## config.mk

```make
export PLATFORM = sky130hd
export DESIGN_NAME = hdmi_video_formatter_flat
export DESIGN_NICKNAME = d
export VERILOG_FILES = /design/src/rtl/hdmi_fmt_pkg.sv /design/src/rtl/hdmi_video_formatter_if.sv /design/src/rtl/video_timing_measure.sv /design/src/rtl/hdmi_video_formatter.sv /design/src/flat_wrapper.sv
export SDC_FILE = /design/constraint.sdc
export NUM_CORES = 1
export LEC_CHECK = 0
export BUFFER_PORTS_ARGS = -buffer_cell sky130_fd_sc_hd__buf_2
export CAP_MARGIN = 20
export CORE_ASPECT_RATIO = 1.5
export CORE_MARGIN = 2
export CORE_UTILIZATION = 56
export DETAILED_ROUTE_END_ITERATION = 12
export PLACE_DENSITY = 0.81
export SLEW_MARGIN = 20
export SYNTH_ARGS = -nofsm -noshare
export SYNTH_HDL_FRONTEND = slang
export SYNTH_SLANG_ARGS = --single-unit
```

## constraint.sdc

```tcl
create_clock -name clk -period 2.8 [get_ports clk]
set_clock_uncertainty 0.15 [all_clocks]
set_input_delay 0.56 -clock clk [delete_from_list [all_inputs] [get_ports clk]]
set_output_delay 0.56 -clock clk [all_outputs]
set_load 0.02 [all_outputs]
```

## src/rtl/hdmi_fmt_pkg.sv

```systemverilog
// rtl/hdmi_fmt_pkg.sv - shared mode encodings, pipeline depth and colour-bar tables
package hdmi_fmt_pkg;

  typedef enum logic [1:0] {
    MODE_DDR422 = 2'd0,
    MODE_SDR16  = 2'd1,
    MODE_BARS   = 2'd2,
    MODE_BLANK  = 2'd3
  } mode_e;

  localparam int FMT_LATENCY = 2;

  // 8-bit BT.601 levels, white..black; scaled to DATA_W by MSB alignment at use
  localparam logic [7:0] BAR_Y  [8] = '{8'd235, 8'd210, 8'd170, 8'd145, 8'd106, 8'd81,  8'd41,  8'd16};
  localparam logic [7:0] BAR_CB [8] = '{8'd128, 8'd16,  8'd166, 8'd54,  8'd202, 8'd90,  8'd240, 8'd128};
  localparam logic [7:0] BAR_CR [8] = '{8'd128, 8'd146, 8'd16,  8'd34,  8'd222, 8'd240, 8'd110, 8'd128};

endpackage

```

## src/rtl/hdmi_video_formatter_if.sv

```systemverilog
// rtl/hdmi_video_formatter_if.sv - pixel-side input and pad-side output bundle of the formatter
interface hdmi_video_formatter_if #(
  parameter int DATA_W = 8,
  parameter int OUT_W  = 16
);
  logic [DATA_W-1:0] y;
  logic [DATA_W-1:0] c;
  logic              hsync_in;
  logic              vsync_in;
  logic              de_in;
  logic [OUT_W-1:0]  d_rise;
  logic [OUT_W-1:0]  d_fall;
  logic              de_out;
  logic              hsync_out;
  logic              vsync_out;

  modport master (
    output y, c, hsync_in, vsync_in, de_in,
    input  d_rise, d_fall, de_out, hsync_out, vsync_out
  );

  modport slave (
    input  y, c, hsync_in, vsync_in, de_in,
    output d_rise, d_fall, de_out, hsync_out, vsync_out
  );
endinterface

```

## src/rtl/video_timing_measure.sv

```systemverilog
// rtl/video_timing_measure.sv - frame start detect, pixel/line counting and frame geometry latch
module video_timing_measure #(
  parameter int CNT_W = 12
) (
  input  logic             clk,
  input  logic             reset,
  input  logic             vsync_in,
  input  logic             de_in,
  output logic             fs,
  output logic [CNT_W-1:0] pix_cnt,
  output logic [CNT_W-1:0] active_width,
  output logic [CNT_W-1:0] active_height,
  output logic             timing_stable
);

  localparam logic [CNT_W-1:0] CNT_MAX = '1;

  logic             vs_q;
  logic             de_q;
  logic             de_fall;
  logic [CNT_W-1:0] line_w;
  logic [CNT_W-1:0] line_cnt;
  logic [CNT_W-1:0] line_w_next;
  logic [CNT_W-1:0] line_cnt_next;

  assign fs      = vsync_in & ~vs_q;
  assign de_fall = ~de_in & de_q;

  // A line ending on the frame-start cycle still belongs to the frame being closed
  always_comb begin
    line_w_next   = line_w;
    line_cnt_next = line_cnt;
    if (de_fall) begin
      line_w_next = pix_cnt;
      if (line_cnt != CNT_MAX) line_cnt_next = line_cnt + CNT_W'(1);
    end
  end

  always_ff @(posedge clk) begin
    if (reset) begin
      vs_q          <= 1'b0;
      de_q          <= 1'b0;
      pix_cnt       <= '0;
      line_w        <= '0;
      line_cnt      <= '0;
      active_width  <= '0;
      active_height <= '0;
      timing_stable <= 1'b0;
    end else begin
      vs_q   <= vsync_in;
      de_q   <= de_in;
      line_w <= line_w_next;
      if (de_in) begin
        if (pix_cnt != CNT_MAX) pix_cnt <= pix_cnt + CNT_W'(1);
      end else if (de_fall) begin
        pix_cnt <= '0;
      end
      if (fs) begin
        active_width  <= line_w_next;
        active_height <= line_cnt_next;
        timing_stable <= (line_w_next == active_width) && (line_cnt_next == active_height) &&
                         (line_w_next != '0) && (line_cnt_next != '0);
        line_cnt      <= '0;
      end else begin
        line_cnt <= line_cnt_next;
      end
    end
  end

endmodule

```

## src/rtl/hdmi_video_formatter.sv

```systemverilog
// rtl/hdmi_video_formatter.sv - mode-selectable DDR/SDR/bars/blank formatter feeding the ADV7511 pads
module hdmi_video_formatter
  import hdmi_fmt_pkg::*;
#(
  parameter int DATA_W    = 8,
  parameter int OUT_W     = 16,
  parameter int HS_POL    = 1,
  parameter int VS_POL    = 1,
  parameter int CNT_W     = 12,
  parameter int BAR_SHIFT = 4
) (
  input  logic                clk,
  input  logic                reset,
  hdmi_video_formatter_if.slave vid,
  input  logic [1:0]          mode,
  output logic [1:0]          mode_active,
  output logic [CNT_W-1:0]    active_width,
  output logic [CNT_W-1:0]    active_height,
  output logic                timing_stable
);

  localparam logic             HS_ACT    = 1'(HS_POL);
  localparam logic             VS_ACT    = 1'(VS_POL);
  localparam logic [OUT_W-1:0] DATA_MASK = ~({OUT_W{1'b1}} >> DATA_W);

  logic             fs;
  logic [CNT_W-1:0] pix_cnt;
  logic             unused_pix;
  mode_e            mode_eff;
  logic [2:0]       bar;
  logic [OUT_W-1:0] rise_c;
  logic [OUT_W-1:0] fall_c;

  logic [OUT_W-1:0] rise_q [FMT_LATENCY];
  logic [OUT_W-1:0] fall_q [FMT_LATENCY];
  logic             de_q   [FMT_LATENCY];
  logic             hs_q   [FMT_LATENCY];
  logic             vs_q   [FMT_LATENCY];

  video_timing_measure #(.CNT_W(CNT_W)) u_measure (
    .clk           (clk),
    .reset         (reset),
    .vsync_in      (vid.vsync_in),
    .de_in         (vid.de_in),
    .fs            (fs),
    .pix_cnt       (pix_cnt),
    .active_width  (active_width),
    .active_height (active_height),
    .timing_stable (timing_stable)
  );

  assign unused_pix = ^pix_cnt;

  function automatic logic [OUT_W-1:0] bar_scale(input logic [7:0] v);
    return (OUT_W'(v) << (OUT_W - 8)) & DATA_MASK;
  endfunction

  // The frame-start cycle itself is already formatted in the newly requested mode
  assign mode_eff = mode_e'(fs ? mode : mode_active);
  assign bar      = pix_cnt[BAR_SHIFT+2:BAR_SHIFT];

  always_comb begin
    rise_c = '0;
    fall_c = '0;
    if (vid.de_in) begin
      case (mode_eff)
        MODE_DDR422: begin
          rise_c = OUT_W'(vid.y) << (OUT_W - DATA_W);
          fall_c = OUT_W'(vid.c) << (OUT_W - DATA_W);
        end
        MODE_SDR16: begin
          rise_c = OUT_W'({vid.y, vid.c}) << (OUT_W - 2*DATA_W);
          fall_c = OUT_W'({vid.y, vid.c}) << (OUT_W - 2*DATA_W);
        end
        MODE_BARS: begin
          rise_c = bar_scale(BAR_Y[bar]);
          fall_c = bar_scale(pix_cnt[0] ? BAR_CR[bar] : BAR_CB[bar]);
        end
        default: begin
          rise_c = '0;
          fall_c = '0;
        end
      endcase
    end
  end

  always_ff @(posedge clk) begin
    if (reset) begin
      mode_active <= MODE_BLANK;
      for (int i = 0; i < FMT_LATENCY; i++) begin
        rise_q[i] <= '0;
        fall_q[i] <= '0;
        de_q[i]   <= 1'b0;
        hs_q[i]   <= ~HS_ACT;
        vs_q[i]   <= ~VS_ACT;
      end
    end else begin
      if (fs) mode_active <= mode;
      rise_q[0] <= rise_c;
      fall_q[0] <= fall_c;
      de_q[0]   <= vid.de_in;
      hs_q[0]   <= vid.hsync_in ~^ HS_ACT;
      vs_q[0]   <= vid.vsync_in ~^ VS_ACT;
      for (int i = 1; i < FMT_LATENCY; i++) begin
        rise_q[i] <= rise_q[i-1];
        fall_q[i] <= fall_q[i-1];
        de_q[i]   <= de_q[i-1];
        hs_q[i]   <= hs_q[i-1];
        vs_q[i]   <= vs_q[i-1];
      end
    end
  end

  assign vid.d_rise    = rise_q[FMT_LATENCY-1];
  assign vid.d_fall    = fall_q[FMT_LATENCY-1];
  assign vid.de_out    = de_q[FMT_LATENCY-1];
  assign vid.hsync_out = hs_q[FMT_LATENCY-1];
  assign vid.vsync_out = vs_q[FMT_LATENCY-1];

endmodule

```

## src/flat_wrapper.sv

```systemverilog
// flat-port wrapper written by rule: the top's interface ports become plain ports
module hdmi_video_formatter_flat import hdmi_fmt_pkg::*;
#(
  parameter int DATA_W    = 8,
  parameter int OUT_W     = 16,
  parameter int HS_POL    = 1,
  parameter int VS_POL    = 1,
  parameter int CNT_W     = 12,
  parameter int BAR_SHIFT = 4
)
  (clk, reset, mode, mode_active, active_width, active_height, timing_stable, vid_y, vid_c, vid_hsync_in, vid_vsync_in, vid_de_in, vid_d_rise, vid_d_fall, vid_de_out, vid_hsync_out, vid_vsync_out);
  hdmi_video_formatter_if #(.DATA_W(DATA_W), .OUT_W(OUT_W)) vid_i ();
  input  logic clk;
  input  logic reset;
  input  logic [1:0] mode;
  output logic [1:0] mode_active;
  output logic [CNT_W-1:0] active_width;
  output logic [CNT_W-1:0] active_height;
  output logic timing_stable;
  input wire logic [$bits(vid_i.y)-1:0] vid_y;
  input wire logic [$bits(vid_i.c)-1:0] vid_c;
  input wire logic [$bits(vid_i.hsync_in)-1:0] vid_hsync_in;
  input wire logic [$bits(vid_i.vsync_in)-1:0] vid_vsync_in;
  input wire logic [$bits(vid_i.de_in)-1:0] vid_de_in;
  output wire logic [$bits(vid_i.d_rise)-1:0] vid_d_rise;
  output wire logic [$bits(vid_i.d_fall)-1:0] vid_d_fall;
  output wire logic [$bits(vid_i.de_out)-1:0] vid_de_out;
  output wire logic [$bits(vid_i.hsync_out)-1:0] vid_hsync_out;
  output wire logic [$bits(vid_i.vsync_out)-1:0] vid_vsync_out;
  assign vid_i.y = vid_y;
  assign vid_i.c = vid_c;
  assign vid_i.hsync_in = vid_hsync_in;
  assign vid_i.vsync_in = vid_vsync_in;
  assign vid_i.de_in = vid_de_in;
  assign vid_d_rise = vid_i.d_rise;
  assign vid_d_fall = vid_i.d_fall;
  assign vid_de_out = vid_i.de_out;
  assign vid_hsync_out = vid_i.hsync_out;
  assign vid_vsync_out = vid_i.vsync_out;
  hdmi_video_formatter #(.DATA_W(DATA_W), .OUT_W(OUT_W), .HS_POL(HS_POL), .VS_POL(VS_POL), .CNT_W(CNT_W), .BAR_SHIFT(BAR_SHIFT)) u_core (.clk(clk), .reset(reset), .vid(vid_i), .mode(mode), .mode_active(mode_active), .active_width(active_width), .active_height(active_height), .timing_stable(timing_stable));
endmodule
```

# Word level (Yosys, flattened, before mapping)

Memory sizes are Yosys's and may differ from the RTL's.
Index checks and enable logic that the tools add are counted.

Register bits: 65
Latch bits: 0
Bits in writable memories: 70
Memory bits (read-only): 192
Input bits: 23
Output and inout bits: 62
Word-level logic and storage cells: 82
Memories kept: 8

Add/sub/neg operators: 2
Multiply operators: 0
Divide/modulo/power cells: 0
Order comparisons: 1
Eq/ne operators: 7
Shift operators: 0
Muxes and demuxes: 31
Bitwise logic cells: 15
Reduce and logical (&&, ||, !) cells: 9

Memories:

| memory          | words | bits a word | read ports | clocked after Yosys merged registers in | write ports | RTL line                   | text |
|---|---|---|---|---|---|---|---|
| (no name shown) | 8     | 8           | 1          | 0                                       | 0           | hdmi_video_formatter.sv:76 | `rise_c = bar_scale(BAR_Y[bar]);` |
| (no name shown) | 8     | 8           | 1          | 0                                       | 0           | hdmi_video_formatter.sv:77 | `fall_c = bar_scale(pix_cnt[0] ? BAR_CR[bar] : BAR_CB[bar]);` |
| (no name shown) | 8     | 8           | 1          | 0                                       | 0           | hdmi_video_formatter.sv:77 |  |
| u_core.fall_q   | 2     | 16          | 2          | 0                                       | 2           | hdmi_video_formatter.sv:35 | `logic [OUT_W-1:0] fall_q [FMT_LATENCY];` |
| u_core.rise_q   | 2     | 16          | 2          | 0                                       | 2           | hdmi_video_formatter.sv:34 | `logic [OUT_W-1:0] rise_q [FMT_LATENCY];` |
| u_core.de_q     | 2     | 1           | 2          | 0                                       | 2           | hdmi_video_formatter.sv:36 | `logic de_q [FMT_LATENCY];` |
| 2 more memories | -     | -           | -          | -                                       | -           | -                          |  |

Operators with widths:

| operator                                                 | number |
|---|---|
| two-way mux 16 bit                                       | 6 |
| case mux 16 bit (3 select lines)                         | 2 |
| two-way mux 12 bit                                       | 6 |
| two-way mux 8 bit                                        | 7 |
| adder 12 x 1 -> 12 bit, second input constant            | 2 |
| equality test 12 bit                                     | 2 |
| != test 12 bit, second input constant                    | 2 |
| nonzero test 12 bit                                      | 2 |
| bitwise OR 1 bit                                         | 10 |
| two-way mux 1 bit                                        | 9 |
| greater-or-equal comparator 4 bit, second input constant | 1 |
| NOT 3 -> 4 bit                                           | 1 |
| logical AND 1 bit                                        | 3 |
| bitwise AND 1 bit                                        | 2 |
| equality test 2 x 1 -> 1 bit, second input constant      | 1 |
| equality test 2 bit, second input constant               | 1 |
| zero test 2 bit                                          | 1 |
| two-way mux 2 bit                                        | 1 |
| != test 2 x 1 -> 1 bit, second input constant            | 1 |
| NOT 1 bit                                                | 2 |
| AND reduction 2 bit                                      | 1 |
| nonzero test 2 bit                                       | 1 |
| OR reduction 2 bit                                       | 1 |

# Depth between registers and ports, before layout

Gate-level depths: netlist of run 1.

Word-level depth: 8
Mapped depth: 9
Depth with buffers taken out: 8

# Modules after synthesis

Synthesis of run 1 repeated with hierarchy kept, for this count alone.

Cell total of the unflattened synthesis: 600
Area, all modules: 5429.0 sq um

Modules (own cells, without submodules):

| module               | times used | cells an instance | area each (sq um) | sequential area each (sq um) |
|---|---|---|---|---|
| video_timing_measure | 1          | 384               | 3196.8            | 1261.2 |
| hdmi_video_formatter | 1          | 216               | 2232.1            | 1121.1 |

# Worst setup path after synthesis of run 1

OpenSTA, ideal clock, no wires.

Path type: input -> register
Start point: in vid_de_in
End point: reg u_core.u_measure.timing_stable
Setup time: 0.067 ns
Arrival: 2.280 ns
Required time: 2.583 ns
Setup slack: 0.303 ns
Stages: 8
Buffers on the path: 1
Cells stage by stage: buf_2 -> nand3b_1 -> nor4_1 -> mux2i_1 -> xor2_1 -> nand4_1 -> a311o_1 -> o21ai_2

Cells in the longest elaborated chain, start to end: 7
Elaborated cells between the ends (all ways): 11
Classes of those cells: eq/ne: 2; mux: 2; bitwise: 2; reduce/logical: 5

Ends and longest elaborated chain:

| item                            | RTL line                   | text |
|---|---|---|
| from (decl)                     | flat_wrapper.sv:24         | `input wire logic [$bits(vid_i.de_in)-1:0] vid_de_in;` |
| NOT 1 bit (*)                   | video_timing_measure.sv:27 | `assign de_fall = ~de_in & de_q;` |
| bitwise AND 1 bit (*)           | video_timing_measure.sv:27 |  |
| two-way mux 12 bit              | video_timing_measure.sv:33 | `if (de_fall) begin` |
| equality test 12 bit            | video_timing_measure.sv:61 | `timing_stable <= (line_w_next == active_width) && (line_cnt_next == active_height) &&` |
| logical AND 1 bit (2 in series) | video_timing_measure.sv:61 |  |
| logical AND 1 bit (*)           | video_timing_measure.sv:62 | `(line_w_next != '0) && (line_cnt_next != '0);` |
| to (signal assigned)            | video_timing_measure.sv:61 |  |
| to (decl)                       | video_timing_measure.sv:13 | `output logic timing_stable` |

Mark *: on every way between the ends. The rest lies on a longest branch, timed or not.
A chain may end at the register's enable or synchronous reset.

# Worst setup path after layout of run 1

Start point: reg u_core.u_measure.line_cnt[0]
End point: reg u_core.u_measure.timing_stable

Cells in the longest elaborated chain, start to end: 7
Elaborated cells between the ends (all ways): 9
Classes of those cells: add/sub: 1; eq/ne: 2; mux: 2; reduce/logical: 4

Ends and longest elaborated chain:

| item                                                     | RTL line                   | text |
|---|---|---|
| from (decl)                                              | video_timing_measure.sv:22 | `logic [CNT_W-1:0] line_cnt;` |
| from (signal assigned)                                   | video_timing_measure.sv:65 | `line_cnt <= line_cnt_next;` |
| adder 12 x 1 -> 12 bit or != test 12 bit (tied branches) | video_timing_measure.sv:35 | `if (line_cnt != CNT_MAX) line_cnt_next = line_cnt + CNT_W'(1);` |
| two-way mux 12 bit                                       | video_timing_measure.sv:35 |  |
| two-way mux 12 bit (*)                                   | video_timing_measure.sv:33 |  |
| equality test 12 bit                                     | video_timing_measure.sv:61 |  |
| logical AND 1 bit (2 in series)                          | video_timing_measure.sv:61 |  |
| logical AND 1 bit (*)                                    | video_timing_measure.sv:62 |  |

Marked as above.

==> reports/metrics.yaml, run 1 <==
outcome:
  outcome: "complete, no violations"
sta:
  fin_setup_tns_ns: 0
  holdWs_ns: 0.227
  worst_slew_pin_slew_ns: 0.642
  period_minus_slack_ns: 2.66
  relSlewSlack_pct: 57.1
  drv_slew: 0
  fmax_mhz: 376
  hold_violations: 0
  rsz0062_at_grt: "false"
  setup_viol: 0
  timing.final.crit_share_pct: 95.0
placement:
  port_buffers: 84
  place_congestion: 0.983
  dpl.cell_count: 732
  dpl.hpwl_um: 8550
drt:
  postRouteAntennaNets: 0
  vias_per_cell: 5.59
  drt-initial-drc-count: 189
  vias: 4271
  postRouteWirelength_um: 11900
  drc_errors: 0
  wl_per_cell_um: 15.6
  dr.pass1.iters: 4
floorplan:
  core_area_mm2: 0.00920
  rows: 43
  start_util_pct: 57.6
  fp.dieH_um: 123
  dieArea_mm2: 0.0103
  die-width_um: 83.4
  io_pins: 85
clock_tree:
  cts_buffers: 17
  cts_buffer_depth: 2
  tritoncts: "built"
  cts_sinks: 117
  clk_pin_slew_ns: 0.05
  clkLatencyLatePin_ns: 0.41
  cts_hold_buffers: 0
  h-tree-depth: 4
  cts_resized: 0
  cts_setup_buffers: 0
  clockRootBuffer: "clkbuf_16"
synth:
  yosys_most_used_dff: "dfxtp_1"
  ys_warn_count: 0
  synthTopCellsByArea: "dfxtp_1 (44%), nor2_1 (5.2%), buf_4 (4.7%)"
  syn_avg_cell_area_um2: 9.10
  synth_top_cell_by_area: "dfxtp_1"
  synth_top_area_share_pct: 44.2
  synth_cell_types: 55
  seq_area_frac_synth_pct: 44.2
  synth.cell_area_mm2: 0.00530
  syn_inst: 582
  async_flop_share_pct: 0
  ys_ff_latch: 117
  syn_nets: 618
  synth_edf_count: 0
power_and_ir_drop:
  powerDensity_mw_per_mm2: 655
  p_sw_share_pct: 24.0
  combPwrFrac_pct: 7.7
  power.internal_mw: 3.08
  seq_power_share_pct: 42.9
  ir_worst_vdd_mv: 0.514
  leakagePower_nw: 2.64
  power_mw: 4.06
  p_clk_share_pct: 49.4
  p_sw_mw: 0.973
worst_setup_path:
  path_class: "flop to flop"
  critPathMaxFanout: 7
  cp.arrival_ns: 2.86
  crit_required_ns: 3.00
  crit_path_start_kind: "flop"
  cp-end-kind: "flop"
global_routing:
  gr-usage-all-layers_pct: 24.1
  overflow: 0
  grt_antenna_before_repair: 0
  grt_pass1_vias: 4156
  grt_pass1_wl_um: 19600
  grt_max_degree: 56
final_layout:
  instances_no_fill: 764
  drive_gt1_share_pct: 22.7
  syn_to_final_growth_pct: 16.9
  n_antenna_cell: 0
  fin_nets: 675
  nFillCells: 688
run:
  max_cap_viol_count: 0
worst_hold_path:
  worstHoldPathType: "primary input to flop"
==> power by group through the flow <==
| stage | Combinational (mW) | Clock (mW) | Sequential, mW |
|---|---|---|---|
| after detailed placement | 0.311 | 0 | 1.77 |
| final | 0.313 | 2.00 | 1.74 |
| after CTS | 0.313 | 2.03 | 1.74 |
| after floorplan | 0.199 | 0 | 1.79 |
| after global placement | 0.306 | 0 | 1.77 |
| after global routing | 0.343 | 2.09 | 1.74 |
==> registers in the layout, summed over array words and instances, names as in the netlist <==
signal	count
u_core.fall_q	32
u_core.vs_q	2
u_core.de_q	2
u_core.rise_q	16
u_core.u_measure.line_w	12
u_core.u_measure.line_cnt	12
u_core.u_measure.pix_cnt	12
u_core.hs_q	2
u_core.u_measure.active_height	12
u_core.u_measure.active_width	12
u_core.u_measure.timing_stable	1
u_core.mode_active	2
==> cell usage after synthesis (3+ instances only) <==
cell      number
nor4_1         8
dfxtp_1      117
o21ai_0       15
buf_4         33
clkbuf_1      25
nor3_1        12
nand2b_1       7
a211oi_1      19
mux2i_1       18
and3_1         5
a21oi_1       28
inv_1         12
ha_1          13
nand3b_1       3
a22oi_1       11
xnor2_1       13
and4_1         3
xor2_1        17
and2_1        15
nor2_1        73
nor2b_1       31
nand4_1       10
xnor3_1        4
nand3_1        9
buf_1          3
nand2_1       38
==> layout by cell type (no fill, tap or decap), types with 9 or more instances in the layout <==
master / count
xnor2_1: 13
xor2_1: 17
inv_1: 12
ha_1: 13
nor3_1: 12
buf_4: 19
and2_1: 15
nor2b_1: 30
nand3_1: 9
mux2i_1: 18
a211oi_1: 19
o21ai_0: 15
buf_2: 84
nor2_1: 73
nand2_1: 38
dfxtp_1: 117
a22oi_1: 11
nand4_1: 10
a21oi_1: 28
clkbuf_16: 17
==> metrics by stage <==
stage / worst slack, ns / utilization (%) / cell area (um2)
2_1_floorplan: 0.303 / - / 5300
3_3_place_gp: 0.0491 / 61.2 / 5630
3_5_place_dp: 0.117 / 61.2 / 5630
4_1_cts: 0.116 / 67.3 / 6190
5_1_grt: 0.00744 / 67.3 / 6190
6_report: 0.140 / 67.3 / 6190
==> logic make-up (layout without fill, tap and decap cells) <==
kind of cell	after synthesis	in the layout	share of synthesized area (%)
flip-flops	117	117	44.2
AND/OR/NAND/NOR	227	227	22.3
XOR/XNOR	34	34	6.66
multiplexers	21	21	4.46
buffers and inverters	77	147	7.89
AO/OA/AOI/OAI	93	93	11.4
adder cells (fa/ha/maj)	13	13	3.07
==> critical path: stages, from the launching register on <==
cell	delay [ns]
dfxtp_1	0.45
ha_1	0.25
nand4_1	0.13
or3_4	0.37
a41oi_1	0.36
xor2_1	0.14
a2111oi_0	0.41
nand4_1	0.19
o21ai_2	0.15
==> final cells by class <==
class	instances	area, um2	area share, %
tap	112	140	2.26
clock buffer	19	453	7.31
clock inverter	13	109	1.76
timing repair buffer	103	563	9.09
multi-input combinational	388	2540	41.0
sequential	117	2340	37.8
inverter	12	45.0	0.727
==> metal layers <==
layer / GRT usage, % / routed length [um]
met5: 0 / 0
met4: 15.0 / 429
met3: 5.01 / 607
met2: 42.6 / 6040
met1: 26.6 / 4840
==> path summary, 6_finish.rpt <==
path,from,depth (start not counted),end,slack [ns]
min reg2reg,u_core.rise_q[0][12],1,u_core.rise_q[0][28],0.28
max reg2reg,u_core.u_measure.line_cnt[0],8,u_core.u_measure.timing_stable,0.14
min,vid_c[2],2,u_core.fall_q[0][2],0.23
max,u_core.u_measure.line_cnt[0],8,u_core.u_measure.timing_stable,0.14
(Power assumes the default switching activity.)
==> inputs of run 2 (changes only) <==
--- a/config.mk
+++ b/config.mk
@@ -7,7 +7,7 @@
 export LEC_CHECK = 0
 export BUFFER_PORTS_ARGS = -buffer_cell sky130_fd_sc_hd__buf_2
 export CAP_MARGIN = 20
-export CORE_ASPECT_RATIO = 1.5
+export CORE_ASPECT_RATIO = 1.2
 export CORE_MARGIN = 2
 export CORE_UTILIZATION = 56
 export DETAILED_ROUTE_END_ITERATION = 12
==> run 2 against run 1 <==
Sequential power about the same; highest routed layer unchanged; wire length increased by 3.7%; largest cell class unchanged; critical path depth unchanged; final cell count increased by 0.79%; maximum frequency increased by 2.3%; via count increased by 0.70%; sequential cell count unchanged; non-clock buffer count decreased by 1; register-to-register slack improved by 0.06 ns; hold slack got worse by 0.13 ns; first-iteration DRC count increased by 17%; sequential share of layout area decreased by 0.44 points.
==> reports/metrics.yaml, run 2 (synthesis results as in run 1) <==
power_and_ir_drop:
  leakagePower_nw: 2.67  # +1.2%
  combPwrFrac_pct: 7.4  # -0.3 points
  seq_power_share_pct: 40.8  # -2.1 points
  p_sw_share_pct: 22.4  # -1.6 points
  power_mw: 4.27  # +5.2%
  p_sw_mw: 0.956  # -1.8%
  p_clk_share_pct: 51.8  # +2.4 points
  powerDensity_mw_per_mm2: 682  # +4.0%
  power.internal_mw: 3.31  # +7.5%
  ir_worst_vdd_mv: 0.465  # -9.5%
drt:
  vias: 4301  # +0.70%
  postRouteAntennaNets: 0  # unchanged
  postRouteWirelength_um: 12400  # +3.7%
  vias_per_cell: 5.59  # about the same
  drt-initial-drc-count: 221  # +17%
  drc_errors: 0  # unchanged
  wl_per_cell_um: 16.1  # +2.9%
  dr.pass1.iters: 5  # +1
worst_setup_path:
  crit_required_ns: 3.11  # +0.11 ns
  r2r_start: "u_core.u_measure.line_cnt[0]"
  worstSetupStartpoint: "u_core.u_measure.line_cnt[0]"
  max_stage_delay_ns: 0.45  # about the same
  path_class: "flop to flop"
  crit_chain: "ha_2 -> nand3b_1 -> nor4_2 -> mux2i_1 -> xor2_1 -> nand4_1 -> a311o_1 -> o21ai_2"
  cp-end-kind: "flop"
  ff2ff_setup_slack_ns: 0.20  # +0.06 ns
  crit_path_start_kind: "flop"
  cpMaxStageDelayCell: "dfxtp_1"
  cp.arrival_ns: 2.91  # +0.05 ns
  critPathMaxFanout: 8  # +1
sta:
  relSlewSlack_pct: 63.2  # +6.1 points
  worst_slew_pin_slew_ns: 0.545  # -0.0977 ns
  fin_setup_tns_ns: 0  # unchanged
  period_minus_slack_ns: 2.60  # -0.0596 ns
  rsz0062_at_grt: "false"
  fmax_mhz: 385  # +2.3%
  hold_violations: 0  # unchanged
  drv_slew: 0  # unchanged
  setup_slack_ns: 0.200  # +0.0596 ns
  setup_viol: 0  # unchanged
  timing.final.crit_share_pct: 92.9  # -2.1 points
global_routing:
  grt_max_degree: 72  # +29%
  grt_pass1_vias: 4153  # -0.072%
  gr-usage-all-layers_pct: 24.9  # +0.76 points
  grt_pass1_wl_um: 20100  # +2.7%
  grt_antenna_before_repair: 0  # unchanged
  overflow: 0  # unchanged
clock_tree:
  cts_setup_buffers: 0  # unchanged
  h-tree-depth: 4  # unchanged
  cts_buffer_depth: 2  # unchanged
  clk_pin_slew_ns: 0.05  # about the same
  cts_buffers: 17  # unchanged
  clkLatencyLatePin_ns: 0.52  # +0.11 ns
  cts_sinks: 117  # unchanged
  tritoncts: "built"
  clockRootBuffer: "clkbuf_8"
final_layout:
  final_cell_mix: "dfxtp_1 (117), buf_2 (84), nor2_1 (73), nand2_1 (38), nor2b_1 (30)"
  syn_to_final_growth_pct: 18.3
  regArea_mm2: 0.00234  # unchanged
  nFillCells: 725  # +5.4%
  multi_input_area_mm2: 0.00255  # +0.59%
  instances_no_fill: 770  # +0.79%
  regMostFlops: "u_core.fall_q"
  fin_area_mm2: 0.00626  # +1.2%
  final_common_cell: "dfxtp_1"
  top_regs: "u_core.fall_q (32), u_core.rise_q (16)"
  fin_nets: 674  # -0.15%
  drive_gt1_share_pct: 22.5  # -0.24 points
  n_antenna_cell: 0  # unchanged
  largest_reg_flops: 32  # unchanged
placement:
  placed_area_mm2: 0.00565  # +0.27%
  pre_cts_ws_ns: 0.212  # +0.0947 ns
  dpl.hpwl_um: 8400  # -1.9%
  dpl.cell_count: 739  # +0.96%
  port_buffers: 84  # unchanged
  place_congestion: 0.902  # -8.2%
run:
  max_cap_viol_count: 0  # unchanged
floorplan:
  die-width_um: 92.8  # +11%
  core_area_mm2: 0.00913  # -0.78%
  rows: 38  # -12%
  io_pins: 85  # unchanged
  dieArea_mm2: 0.0103  # -0.13%
  start_util_pct: 58.0  # +0.45 points
  fp.dieH_um: 111  # -10%
worst_hold_path:
  worstHoldPathType: "primary input to flop"
  hp-start: "vid_c[5]"
outcome:
  outcome: "complete, no violations"
-- run 2: cell types whose count changed in the layout (fill, tap and decap cells not counted), sizes merged --
| cell | delta |
|---|---|
| buf | -1 |
| bufinv | +3 |
| clkbuf | +3 |
| clkinv | -2 |
| clkinvlp | -5 |
-- run 2: power groups by stage --
stage	registers, mW	clock network [mW]	logic, mW
finish	1.74	2.21	0.317
global route	1.75	2.31	0.348
detailed placement	1.78	0	0.311
floorplan	1.79	0	0.199
CTS	1.74	2.23	0.315
global placement	1.77	0	0.306
-- run 2: timing repair --
item | CTS | global route
gates resized for setup | 0 | 3
hold buffers | 0 | 0
hold endpoints to repair | 0 | 0
setup endpoints to repair | 0 | 1
-- run 2: area by class of cell --
cell class | instances | area share [%]
clock inverters | 9 | 2.42
inverters | 12 | 0.719
clock buffers | 22 | 7.23
flip-flops and latches | 117 | 37.4
repair buffers | 102 | 9.07
well taps | 120 | 2.40
multi-input cells | 388 | 40.8
-- run 2: metal layers --
layer,vias up,global-route usage (%),wire (um)
met5,-,0,0
met4,0,11.7,399
met3,32,8.19,918
met2,199,39.9,5870
met1,1980,30.0,5170
li1,2090,-,-
-- run 2: critical path, delay by kind of cell, from the launching register on --
kind            cells  cell delay [ns]
flops               1             0.45
simple gates        3             0.72
xor+xnor            1             0.16
fa+ha+maj           1             0.30
mux                 1             0.30
compound gates      2             0.44
-- run 2: per-stage QoR --
step           hold slack [ns]  util [%]
3_5_place_dp             0.270      61.8
3_3_place_gp             0.266      61.8
4_1_cts                 0.0876      68.5
5_1_grt                 0.0984      68.6
6_report                 0.101      68.6
2_1_floorplan            0.264         -
-- run 2: worst paths after layout --
path / endpoint / cells past startpoint
max: u_core.u_measure.timing_stable / 8
min: u_core.fall_q[0][5] / 2
max reg2reg: u_core.u_measure.timing_stable / 8
min reg2reg: u_core.rise_q[0][25] / 1
